`src/rtl/io_filter.sv`:
```
// io_filter: per-pin input conditioning and output latch.
// Each pin passes through a two-flop synchroniser and a saturating debounce
// counter before its value reaches the MCU. Edge pulses come from comparing
// the stable value with its one-cycle-delayed copy. Output pins read back
// their own latch value instead of the pad.
// Interface note: there is no valid/ready handshake. Every input is sampled
// on every rising edge of clk, and every output is a registered level or a
// one-cycle pulse.
module io_filter #(
    parameter int IO_PINS        = 16,
    parameter int DEB_W          = 4,
    parameter int DEFAULT_THRESH = 3
) (
    input  logic               clk,
    input  logic               rst,
    input  logic [IO_PINS-1:0] pin_dir,
    input  logic [IO_PINS-1:0] pin_data_in,
    output logic [IO_PINS-1:0] pin_data_out,
    input  logic [IO_PINS-1:0] mcu_out,
    input  logic [IO_PINS-1:0] mcu_we,
    output logic [IO_PINS-1:0] mcu_in,
    output logic [IO_PINS-1:0] mcu_rise,
    output logic [IO_PINS-1:0] mcu_fall,
    input  logic               cfg_we,
    input  logic [DEB_W-1:0]   cfg_wdata
);

    logic [IO_PINS-1:0] s1, s2, st, pst, out;
    logic [IO_PINS-1:0] st_nxt;
    logic [DEB_W-1:0]   cnt     [IO_PINS];
    logic [DEB_W-1:0]   cnt_nxt [IO_PINS];
    logic [DEB_W-1:0]   thr;

    // Debounce decision per pin: output pins mirror the latch, input pins
    // accept s2 once it has disagreed with st for more than thr cycles.
    always_comb begin
        st_nxt = st;
        for (int i = 0; i < IO_PINS; i++) begin
            cnt_nxt[i] = '0;
            if (pin_dir[i]) begin
                st_nxt[i]  = out[i];
                cnt_nxt[i] = '0;
            end else if (s2[i] == st[i]) begin
                cnt_nxt[i] = '0;
            end else if (cnt[i] >= thr) begin
                st_nxt[i]  = s2[i];
                cnt_nxt[i] = '0;
            end else begin
                cnt_nxt[i] = cnt[i] + 1'b1;
            end
        end
    end

    // Synchroniser, stable/previous values and output latch.
    always_ff @(posedge clk or posedge rst) begin
        if (rst) begin
            s1  <= '0;
            s2  <= '0;
            st  <= '0;
            pst <= '0;
            out <= '0;
        end else begin
            s1  <= pin_data_in;
            s2  <= s1;
            st  <= st_nxt;
            pst <= st;
            out <= (out & ~mcu_we) | (mcu_out & mcu_we);
        end
    end

    // Per-pin debounce counters.
    always_ff @(posedge clk or posedge rst) begin
        if (rst) begin
            for (int i = 0; i < IO_PINS; i++) cnt[i] <= '0;
        end else begin
            for (int i = 0; i < IO_PINS; i++) cnt[i] <= cnt_nxt[i];
        end
    end

    // Shared debounce threshold; a write takes effect from the next cycle.
    always_ff @(posedge clk or posedge rst) begin
        if (rst) begin
            thr <= DEB_W'(DEFAULT_THRESH);
        end else if (cfg_we) begin
            thr <= cfg_wdata;
        end
    end

    // Edge pulses come straight from registers, so they are glitch-free.
    always_comb begin
        mcu_in       = st;
        pin_data_out = out;
        mcu_rise     = st & ~pst;
        mcu_fall     = ~st & pst;
    end

endmodule

```
`config.mk`:
```
export PLATFORM = sky130hd
export DESIGN_NAME = io_filter
export DESIGN_NICKNAME = d
export VERILOG_FILES = /design/src/rtl/io_filter.sv
export SDC_FILE = /design/constraint.sdc
export NUM_CORES = 1
export LEC_CHECK = 0
export CORE_MARGIN = 2
export CORE_UTILIZATION = 52
export DETAILED_ROUTE_END_ITERATION = 10
export PLACE_DENSITY_LB_ADDON = 0.05
export SLEW_MARGIN = 20
export SYNTH_ARGS = -nofsm -noshare
export SYNTH_HDL_FRONTEND = slang
export SYNTH_SLANG_ARGS = --single-unit
```
`constraint.sdc`:
```
create_clock -name clk -period 5.8 [get_ports clk]
set_input_delay 0.87 -clock clk [delete_from_list [all_inputs] [get_ports clk]]
set_output_delay 0.87 -clock clk [all_outputs]
set_load 0.01 [all_outputs]
```
# [Word-level counts from Yosys, hierarchy flattened]
# Cells that the tools add are included.
[word_totals] register_bits=148 input_bits=71 output_inout_bits=64 word_cells=237
[op_classes] addsub=16 n_lt_le_gt_ge=16 n_eq_ne=32 muxes=96 n_bitwise=8 reduce_logical=32
[op_table] op="$mux W4" count=48
[op_table] op="$add A4 B1 Y4 const B" count=16
[op_table] op="$and A16 B16 Y16" count=4
[op_table] op="$ge A4 B4 Y1" count=16
[op_table] op="$mux W1" count=48
[op_table] op="$not A16 Y16" count=3
[op_table] op="$ne A2 B2 Y1 const B" count=16
[op_table] op="$reduce_and A2 Y1" count=16
[op_table] op="$reduce_bool A2 Y1" count=16
[op_table] op="$eq A1 B1 Y1" count=16
[op_table] op="$or A16 B16 Y16" count=1

# [Logic depth before layout (Yosys ltp)]
[depth] depth_word=4 depth_mapped=5 ltp_nobuf=5

# [Worst setup path before layout]
# No wires, ideal clock.
[synth_path] kind="register to register" from="reg thr[1]" to="reg st[5], in the netlist mcu_in[5]" setup_time_ns=0.131 arrival_ns=1.709 required_ns=5.669 slack_ns=3.960 path_stages_with_launch=6 n_path_buf=0 period_less_slack_ns=1.840 path_cell_list="dfstp_2 inv_1 ha_1 o211ai_1 o2111a_1 or3_1"
[synth_between] elab_chain_len=3
[synth_rtl] element="start: declaration" line="32" rtl="logic [DEB_W-1:0] thr;"
[synth_rtl] element="start signal: assignment" line="83" rtl="thr <= DEB_W'(DEFAULT_THRESH);"
[synth_rtl] element="start signal: assignment" line="85" rtl="thr <= cfg_wdata;"
[synth_rtl] element="$ge A4 B4 Y1" line="45" rtl="end else if (cnt[i] >= thr) begin"
[synth_rtl] element="$reduce_bool A2 Y1 (no line)"
[synth_rtl] element="$reduce_and A2 Y1 (no line)"
[synth_rtl] element="end signal: assignment" line="65" rtl="st <= st_nxt;"
[synth_rtl] element="end: declaration" line="28" rtl="logic [IO_PINS-1:0] s1, s2, st, pst, out;"
# Every way passes these cells.
# A chain may end at the register's enable or synchronous reset.

# [Worst setup path after layout]
[layout_path] from="reg st[1], in the netlist mcu_in[1]" to="out mcu_rise[1]"
[layout_between] elab_chain_len=1
[layout_rtl] element="$and A16 B16 Y16" line="93" rtl="mcu_rise = st & ~pst;"
[layout_rtl] element="end: declaration" line="22" rtl="output logic [IO_PINS-1:0] mcu_rise,"
# Every way passes these cells.

==> flow_summary.yaml <==
routing:
  postRouteAntennaNets: 0
  dr.pass1.iters: 4
  num_vias: 4993
  wl_per_cell_um: 14.8
  first_iter_violations: 232
  wl_mm: 13.9
  drc: 0
  routed_via_density: 5.34
place:
  gp_congestion: 0.755
  port_buffers: 134
  dp_hpwl_mm: 9.72
  pre_cts_slack_ns: 3.09
sta:
  fmax_mhz: 405
  period_share_pct: 42.5
  hold_viol: 0
  fin_setup_tns_ns: 0
  setup_slack_ns: 3.33
  rsz0062_at_grt: "no"
  slew_headroom_pct: 40.5
  finalHoldWorstSlack_ns: 0.347
  period_needed_ns: 2.47
  setup_viol: 0
  tightest_slew_ns: 0.893
  slew_violations: 0
  fin_worst_skew_ns: 0.00567
min_path:
  min_from: "s1[10]$_DFF_PP0_"
  hp-class: "register to register"
  min_to: "s2[10]$_DFF_PP0_"
  min_path_cells: 0
clocking:
  cts_hold_buf: 0
  cts_buffer_depth: 2
  cts_setup_buffers: 0
  cts-root-buf: "clkbuf_16"
  numCtsBuffers: 17
  cts.sinks: 148
  insertion_delay_ns: 0.41
  path_clk_slew_ns: 0.06
  cts_tree: "yes"
  htree_levels: 4
  cts_resized: 0
synth:
  yosysMostFrequentCell: "dfrtp_1"
  synthFlopType: "dfrtp_1"
  syn_inst: 592
  synth-seq-cells: 148
  yosysWarnings: 0
  ys_seq_area_share_pct: 52.3
  syn_area_sq_um: 7090
  synth_top_area_share_pct: 51.6
  yosys.area.top_type: "dfrtp_1"
  async_flop_share_pct: 100
  avgSynthCellArea_sq_um: 12.0
  synthTopCellsByCount: "dfrtp_1 (146), ha_1 (80), nor3_1 (44), inv_1 (36)"
  synth_edf_count: 0
  synthesis.nets: 743
  yosys-top-cells-area: "dfrtp_1 (52%), ha_1 (14%), mux2_2 (4.3%)"
  synth.distinct_cells: 20
floorplanning:
  die_h_um: 121
  rows: 42
  start_util_pct: 53.3
  boundaryPins: 135
  dieArea_sq_um: 14600
  die_w_um: 121
  core_area_sq_um: 13300
setup_path:
  worstRegToRegCells: 5
  slowest_stage: "clkdlybuf4s50_1"
  cp_max_fo: 6
  cp_data_required_time_ns: 4.93
  timing.rr.end: "mcu_in[13]$_DFFE_PP0P_"
  path_cells: "nor2b_1 > clkdlybuf4s50_1"
  max_stage_delay_ns: 0.56
  cp-end-kind: "primary output"
  worst-setup-path-type: "register to primary output"
  r2r_start: "thr[1]$_DFFE_PP1P_"
  r2r_setup_slack_ns: 3.57
  start_kind: "register"
  cp.arrival_ns: 1.60
global_routing:
  grt_pass1_vias: 5247
  grt_util_all_layers_pct: 20.3
  grt-ovfl-total: 0
  grt_pass1_wl_mm: 23.5
  grt_max_degree: 102
  antenna_found_initial: 0
finish:
  antenna-diode-count: 0
  syn_to_final_growth_pct: 30.4
  drive_gt1_share_pct: 7.91
  nNetsFinal: 897
status:
  status: "finished clean"
power_and_ir_drop:
  powerDensity_nw_per_um2: 307
  p_leak_nw: 4.11
  vdd_drop_max_mv: 0.241
run:
  maxCapViolCount: 0
-- worst max-delay path by stage --
stage,slack [ns],endpoint,cells past startpoint,from
after floorplan,0.95,async pin,1,rst
after global placement,3.12,s2[1]$_DFF_PP0_,3,rst
after detailed placement,3.09,cnt[35]$_DFF_PP0_,3,rst
after CTS,3.28,mcu_rise[1],2,mcu_in[1]$_DFFE_PP0P_
after global routing,3.24,mcu_rise[1],2,mcu_in[1]$_DFFE_PP0P_
final,3.33,mcu_rise[1],2,mcu_in[1]$_DFFE_PP0P_
-- critical path: cells and delay by family, from the launching register on --
family,cells,cell delay (ns)
flops,1,0.44
simple gates,1,0.18
buf+inv,1,0.56
-- layout make-up --
class	count	area, sq um
fill	958	4050
sequential	148	3710
multi-input combinational	408	3250
timing repair buffer	135	1350
clock buffer	23	478
tap	176	220
inverter	36	140
clock inverter	9	103
-- cell usage in the layout (no fill, tap or decap), drive strengths merged --
| cell | synthesis | routed |
|---|---|---|
| o211ai | 32 | 32 |
| bufinv | 0 | 2 |
| mux2 | 27 | 27 |
| nor2b | 32 | 32 |
| nand2b | 11 | 11 |
| o21ai | 19 | 19 |
| or3 | 11 | 11 |
| o2111a | 11 | 11 |
| nor3 | 44 | 44 |
| clkinv | 0 | 4 |
| xnor2 | 16 | 16 |
| ha | 80 | 80 |
| dfstp | 2 | 2 |
| a21oi | 11 | 11 |
| clkbuf | 0 | 23 |
| a211oi | 5 | 5 |
| buf | 0 | 1 |
| nor3b | 27 | 27 |
| clkinvlp | 0 | 3 |
| inv | 36 | 36 |
| dfrtp | 146 | 146 |
| nand2 | 14 | 14 |
| nor2 | 20 | 20 |
| clkdlybuf4s50 | 0 | 134 |
| xor2 | 32 | 32 |
| nand3 | 16 | 16 |
-- layer usage --
layer	global-route usage, %	part of all wire, %	vias up
met4	7.70	1.7	0
met3	4.25	3.6	18
li1	-	-	2434
met2	36.3	52	95
met1	24.1	42	2446
met5	0	0	-
-- per-stage QoR --
step | cells | cell area [sq um] | total power, W | util, %
6_report | 935 | 9240 | 0.00284 | 69.5
3_5_place_dp | 903 | 8660 | 0.00180 | 65.1
5_1_grt | 935 | 9240 | 0.00300 | 69.5
2_1_floorplan | 592 | 7090 | 0.00152 | -
3_3_place_gp | 903 | 8660 | 0.00177 | 65.1
4_1_cts | 935 | 9240 | 0.00288 | 69.5
-- cells by family after synthesis --
kind of cell / after synthesis / synth area share, %
AO/OA/AOI/OAI: 78 / 7.79
XOR/XNOR: 48 / 5.93
adder cells (fa/ha/maj): 80 / 14.1
buffers and inverters: 36 / 1.91
flip-flops: 148 / 52.3
multiplexers: 27 / 4.29
AND/OR/NAND/NOR: 175 / 13.7
-- where the power goes --
part	switching (W)	internal [W]	total [W]	leakage, nW
logic	0.000254	0.000308	0.000562	1.96
registers	0.0000919	0.00113	0.00122	1.87
clock network	0.000396	0.000664	0.00106	0.279
(Power assumes the default switching activity.)
